$ cat config.mk
export PLATFORM = sky130hd
export DESIGN_NAME = sdc_cmd_engine
export DESIGN_NICKNAME = d
export VERILOG_FILES = /design/src/rtl/sdc_pkg.sv /design/src/rtl/sdc_crc7.sv /design/src/rtl/sdc_cmd_engine.sv
export SDC_FILE = /design/constraint.sdc
export NUM_CORES = 1
export LEC_CHECK = 0
export BUFFER_PORTS_ARGS = -buffer_cell sky130_fd_sc_hd__buf_2
export CORE_ASPECT_RATIO = 0.8
export CORE_UTILIZATION = 33
export DETAILED_ROUTE_END_ITERATION = 10
export PLACE_DENSITY_LB_ADDON = 0.1
export SYNTH_ARGS = -nofsm -noshare
export SYNTH_HDL_FRONTEND = slang
export SYNTH_SLANG_ARGS = --single-unit
$ cat constraint.sdc
create_clock -name sd_clk -period 2.33 [get_ports sd_clk]
set_clock_uncertainty 0.05 [all_clocks]
set_input_delay 0.5825 -clock sd_clk [delete_from_list [all_inputs] [get_ports sd_clk]]
set_output_delay 0.5825 -clock sd_clk [all_outputs]
set_load 0.05 [all_outputs]
$ cat src/rtl/sdc_pkg.sv
// Shared constants for the SD command-line engine: response encodings,
// frame lengths, FSM state codes and the CRC7 polynomial.
package sdc_pkg;

  localparam logic [1:0] RESP_NONE = 2'd0;
  localparam logic [1:0] RESP_48   = 2'd1;
  localparam logic [1:0] RESP_136  = 2'd2;

  localparam int CMD_LEN     = 48;
  localparam int RESP48_LEN  = 48;
  localparam int RESP136_LEN = 136;

  localparam logic [2:0] ST_IDLE = 3'd0;
  localparam logic [2:0] ST_SEND = 3'd1;
  localparam logic [2:0] ST_WAIT = 3'd2;
  localparam logic [2:0] ST_RECV = 3'd3;
  localparam logic [2:0] ST_GAP  = 3'd4;

  // x^7 + x^3 + 1 with the x^7 term implicit
  localparam logic [6:0] CRC7_POLY = 7'h09;

endpackage

$ cat src/rtl/sdc_crc7.sv
// Bit-serial CRC7 accumulator, one data bit per enabled clock, cleared to zero.
module sdc_crc7
  import sdc_pkg::*;
(
  input  logic       sd_clk,
  input  logic       sd_rst,
  input  logic       clr,
  input  logic       en,
  input  logic       din,
  output logic [6:0] crc
);

  logic [6:0] crcReg;
  logic       feedback;

  assign feedback = crcReg[6] ^ din;
  assign crc      = crcReg;

  always_ff @(posedge sd_clk) begin
    if (sd_rst || clr) begin
      crcReg <= '0;
    end else if (en) begin
      crcReg <= {crcReg[5:0], 1'b0} ^ (feedback ? CRC7_POLY : 7'h00);
    end
  end

endmodule

$ cat src/rtl/sdc_cmd_engine.sv
// SD CMD-line engine: shifts out a 48-bit command with CRC7, optionally captures
// a 48/136-bit response with timeout/CRC/end/index checks, then drives the NRC gap.
module sdc_cmd_engine
  import sdc_pkg::*;
#(
  parameter int RESP_TIMEOUT = 64,
  parameter int NRC_CYCLES   = 8,
  parameter int TO_BITS      = 7
) (
  input  logic         sd_clk,
  input  logic         sd_rst,
  input  logic         cmd_start,
  input  logic [5:0]   cmd_index,
  input  logic [31:0]  cmd_arg,
  input  logic [1:0]   resp_type,
  input  logic         crc_check_en,
  input  logic         cmd_i,
  output logic         cmd_o,
  output logic         cmd_oe,
  output logic         busy,
  output logic         done,
  output logic [127:0] resp,
  output logic [5:0]   resp_index,
  output logic         err_timeout,
  output logic         err_crc,
  output logic         err_end,
  output logic         err_index
);

  logic [2:0]         stateReg;
  logic [7:0]         bitCntReg;
  logic [TO_BITS-1:0] toCntReg;
  logic [47:0]        txShiftReg;
  logic [126:0]       rxShiftReg;
  logic [5:0]         idxReg;
  logic [1:0]         typeReg;
  logic               crcChkReg;
  logic [127:0]       respReg;
  logic [5:0]         respIdxReg;
  logic [3:0]         errReg;  // {timeout, crc, end, index}

  logic [127:0] rxFrame;
  logic [7:0]   lastBit;
  logic         sendActive;

  // Index 0 follows the transmitted frame, index 1 the received response.
  logic       crcClr [2];
  logic       crcEn  [2];
  logic       crcDin [2];
  logic [6:0] crcVal [2];

  genvar gi;
  generate
    for (gi = 0; gi < 2; gi++) begin : g_crc
      sdc_crc7 u_crc (
        .sd_clk (sd_clk),
        .sd_rst (sd_rst),
        .clr    (crcClr[gi]),
        .en     (crcEn[gi]),
        .din    (crcDin[gi]),
        .crc    (crcVal[gi])
      );
    end
  endgenerate

  // The TX CRC is fed one bit ahead of the line; the start bit (always 0)
  // leaves a zero CRC unchanged, so it needs no explicit step.
  always_comb begin
    crcClr[0] = (stateReg == ST_IDLE);
    crcEn[0]  = (stateReg == ST_SEND) && (bitCntReg < 8'(CMD_LEN - 9));
    crcDin[0] = txShiftReg[46];
    crcClr[1] = (stateReg == ST_WAIT);
    crcEn[1]  = (stateReg == ST_RECV) && (bitCntReg <= 8'(RESP48_LEN - 9));
    crcDin[1] = cmd_i;
  end

  assign rxFrame    = {rxShiftReg, cmd_i};
  assign lastBit    = (typeReg == RESP_136) ? 8'(RESP136_LEN - 1) : 8'(RESP48_LEN - 1);
  assign sendActive = (stateReg == ST_SEND) && (bitCntReg < 8'(CMD_LEN));

  assign cmd_oe      = sendActive || (stateReg == ST_GAP);
  assign cmd_o       = sendActive ? txShiftReg[47] : 1'b1;
  assign busy        = (stateReg != ST_IDLE);
  assign done        = (stateReg == ST_GAP) && (toCntReg == TO_BITS'(NRC_CYCLES - 1));
  assign resp        = respReg;
  assign resp_index  = respIdxReg;
  assign err_timeout = errReg[3];
  assign err_crc     = errReg[2];
  assign err_end     = errReg[1];
  assign err_index   = errReg[0];

  always_ff @(posedge sd_clk) begin
    if (sd_rst) begin
      stateReg   <= ST_IDLE;
      bitCntReg  <= '0;
      toCntReg   <= '0;
      txShiftReg <= '0;
      rxShiftReg <= '0;
      idxReg     <= '0;
      typeReg    <= RESP_NONE;
      crcChkReg  <= 1'b0;
      respReg    <= '0;
      respIdxReg <= '0;
      errReg     <= '0;
    end else begin
      case (stateReg)
        ST_IDLE: begin
          if (cmd_start) begin
            idxReg     <= cmd_index;
            typeReg    <= (resp_type == RESP_NONE) ? RESP_NONE :
                          (resp_type == RESP_136)  ? RESP_136 : RESP_48;
            crcChkReg  <= crc_check_en;
            errReg     <= '0;
            txShiftReg <= {2'b01, cmd_index, cmd_arg, 8'h01};
            bitCntReg  <= '0;
            stateReg   <= ST_SEND;
          end
        end
        ST_SEND: begin
          if (bitCntReg == 8'(CMD_LEN)) begin
            stateReg  <= (typeReg == RESP_NONE) ? ST_GAP : ST_WAIT;
            bitCntReg <= '0;
            toCntReg  <= '0;
          end else begin
            bitCntReg <= bitCntReg + 8'd1;
            // Bit 8 is on the line: splice CRC7 and the end bit in behind it.
            if (bitCntReg == 8'(CMD_LEN - 9))
              txShiftReg <= {crcVal[0], 1'b1, 40'b0};
            else
              txShiftReg <= {txShiftReg[46:0], 1'b0};
          end
        end
        ST_WAIT: begin
          if (!cmd_i) begin
            stateReg   <= ST_RECV;
            bitCntReg  <= 8'd1;
            rxShiftReg <= '0;
          end else if (toCntReg == TO_BITS'(RESP_TIMEOUT - 1)) begin
            errReg[3] <= 1'b1;
            stateReg  <= ST_GAP;
            toCntReg  <= '0;
          end else begin
            toCntReg <= toCntReg + 1'b1;
          end
        end
        ST_RECV: begin
          rxShiftReg <= rxFrame[126:0];
          if (bitCntReg == lastBit) begin
            stateReg  <= ST_GAP;
            bitCntReg <= '0;
            toCntReg  <= '0;
            if (typeReg == RESP_136) begin
              respReg    <= rxFrame;
              respIdxReg <= 6'h3F;
              errReg[1]  <= ~rxFrame[0];
            end else begin
              respReg    <= {96'b0, rxFrame[39:8]};
              respIdxReg <= rxFrame[45:40];
              errReg[2]  <= crcChkReg && (crcVal[1] != rxFrame[7:1]);
              errReg[1]  <= ~rxFrame[0];
              errReg[0]  <= crcChkReg && (rxFrame[45:40] != idxReg);
            end
          end else begin
            bitCntReg <= bitCntReg + 8'd1;
          end
        end
        ST_GAP: begin
          if (toCntReg == TO_BITS'(NRC_CYCLES - 1))
            stateReg <= ST_IDLE;
          else
            toCntReg <= toCntReg + 1'b1;
        end
        default: stateReg <= ST_IDLE;
      endcase
    end
  end

endmodule

==> flow_summary.ini <==
[outcome]
outcome = finished with violations
violations = setup timing

[routing]
dr.pass1.iters = 5
vias = 11900
drt_iter0_drc = 699
routedWlPerCell_um = 16.4
ant_nets = 0
drt-total-wl_mm = 38.0
drc = 0
viasPerCell = 5.14

[cells_and_area]
areaGrowthSynthToFinish_pct = 23.2
stdcell_area_sq_um = 16700
diodes = 0
final_cell_mix = dfxtp_1, nand2_1, nor2_1
nets = 1795
fin_util_pct = 41.2
drive_gt1_share_pct = 20.0
final_common_cell = dfxtp_1

[timing]
relSlewSlack_pct = 52.2
rsz0062_at_grt = true
hold_viol_final = 0
setup_viol = 3
min_period_ns = 2.59
post-route-period-util_pct = 111
timing.final.max_slew_violations = 0
setup_slack_ns = -0.256
tightest_slew_ns = 0.717
fmax_mhz = 387
whs_ns = 0.235

[synth]
synth_top_area_share_pct = 52.2
yosys-top-cells-area = dfxtp_1, nand2_1, a22oi_1, nor2_1, nand3_1
syn_nets = 1651
syn_area_sq_um = 13600
synth_flop_cell = dfxtp_1
synth_top_area_cell = dfxtp_1
synth-seq-cells = 354
ys.warnings.count = 0
synth_cells = 1603
synth_edf_count = 0
yosysSeqAreaShare_pct = 52.2
synth_cell_type_count = 67
postSynth.asyncResetShare_pct = 0
syn_avg_cell_area_sq_um = 8.47

[die]
die-area_sq_um = 42000
dieHeight_um = 183
die-width_um = 229
start_util_pct = 33.4
pin_count = 187
core_area_sq_um = 40600
placementRows = 66

[clock_tree]
clk_path_buf_depth = 3
ctsRootBufferMaster = clkbuf_16
clk_pin_slew_ns = 0.07
cts-hold-fix-buffers = 0
clkSinkCount = 354
numCtsBuffers = 40
cts_htree_levels = 2
cts_tree = built
clk_latency_ns = 0.54

[setup_path]
path_cells = or3b_4 > or4b_4 > buf_8
path_class = reg2out
path_buf_inv = 1
critPathLaunch = stateReg[1]$_SDFFE_PP0P_
cpPeakStageDelay_ns = 0.50
crit_path_max_fanout = 2
cp.arrival_ns = 1.95
cp-start-kind = flip-flop
crit_family = simple AND/OR/NAND/NOR gates
cp-end-kind = output port
cpMaxStageDelayCell = or4b_4
worstReg2RegStart = stateReg[2]$_SDFFE_PP0P_
crit_required_ns = 1.70

[job]
drv_cap = 0

[placement]
place_congestion = 0.802
portBuffers = 186
hpwl_mm = 23.2
place_area_sq_um = 15200

[grt]
gr-total-overflow = 0
track_usage_pct = 17.7
grt_pass1_wl_mm = 61.3
grt_max_degree = 135
grt_pass1_vias = 11200
grt_antenna_before_repair = 0

[pwr]
leakage_nw = 6.14
total_power_w = 0.0147
ir_worst_vdd_mv = 0.426
powerDensity_nw_per_um2 = 877

[hold_path]
hold_path_class = in2reg
hp-start = crc_check_en
==> cell families (layout without fill, tap and decap cells) <==
kind of cell,Yosys count,after routing,synth area share [%]
flops,354,354,52.2
mux,20,20,1.53
compound gates,381,381,18.7
simple gates,678,678,21.5
buf+inv,148,321,4.56
fa+ha+maj,3,3,0.276
xor+xnor,19,19,1.23
==> worst paths after layout <==
kind | slack, ns | to | cells past startpoint
max | -0.26 | cmd_o | 3
min | 0.23 | crcChkReg$_SDFFE_PP0P_ | 3
min reg2reg | 0.39 | resp[58]$_SDFFE_PP0P_ | 2
max reg2reg | 0.15 | resp[10]$_SDFFE_PP0P_ | 7
==> routing by layer <==
metal / routed length (um) / part of all wire, % / vias to the layer above / GRT usage (%)
met4: 893 / 2.4 / 0 / 5.41
met5: 0 / 0 / - / 0
met1: 18900 / 50 / 5732 / 25.1
met2: 16700 / 44 / 217 / 27.2
met3: 1530 / 4.0 / 59 / 3.15
li1: - / - / 5915 / -
==> cell usage after synthesis (all sizes together), types with 3 or more instances <==
cell type and number:
xnor2 9, mux2 6, nor2 201, and2 3, or4b 3, nand2 269, nor3 20, clkbuf 92
xor2 10, a31oi 37, o22ai 3, o31ai 3, a311oi 33, nand2b 7, or2 3, inv 5
ha 3, nand4 3, dfxtp 354, or4 4, nand3b 4, mux2i 14, buf 51, a21oi 141
a22oi 133, nand3 146, o21ai 11
==> where the power goes <==
group | leakage [nW] | switching [W] | internal [W] | total [W]
registers | 2.86 | 0.000114 | 0.00623 | 0.00634
logic | 2.65 | 0.00134 | 0.000812 | 0.00216
clock network | 0.629 | 0.00254 | 0.00363 | 0.00617
total | 6.14 | 0.00400 | 0.0107 | 0.0147
==> registers in the layout (all words and copies together), names as in the netlist <==
name	flops
typeReg	2
errReg	4
resp_index	6
txShiftReg	48
stateReg	3
crcChkReg	1
bitCntReg	8
g_crc.u_crc.crc	14
resp	128
toCntReg	7
idxReg	6
rxShiftReg	127
==> tightest hold or removal path: stages <==
cell and delay (ns):
buf_2 0.10, nand2_1 0.04, a21oi_1 0.05
==> layout make-up <==
cell class                      instances  area [sq um]
Clock buffer                           57          1130
Timing Repair Buffer                  245          1630
Tap cell                              544           681
Sequential cell                       354          7110
Fill cell                            4182         23900
Clock inverter                         14           150
Inverter                                5          22.5
Multi-Input combinational cell       1101          6000
==> timing repair <==
action	4_1_cts	5_1_grt
resized for setup	29	11
pin swaps	3	3
setup endpoints to repair	5	5
buffers inserted	7	3
==> metrics by stage <==
step	worst slack [ns]	setup TNS [ns]	std cells
2_1_floorplan	0.0382	0	1603
3_3_place_gp	0.0584	0	2239
3_5_place_dp	0.00807	0	2239
4_1_cts	-0.298	-0.548	2317
5_1_grt	-0.295	-0.652	2320
6_report	-0.256	-0.514	2320
No activity file was read; power rests on OpenSTA's default activity.
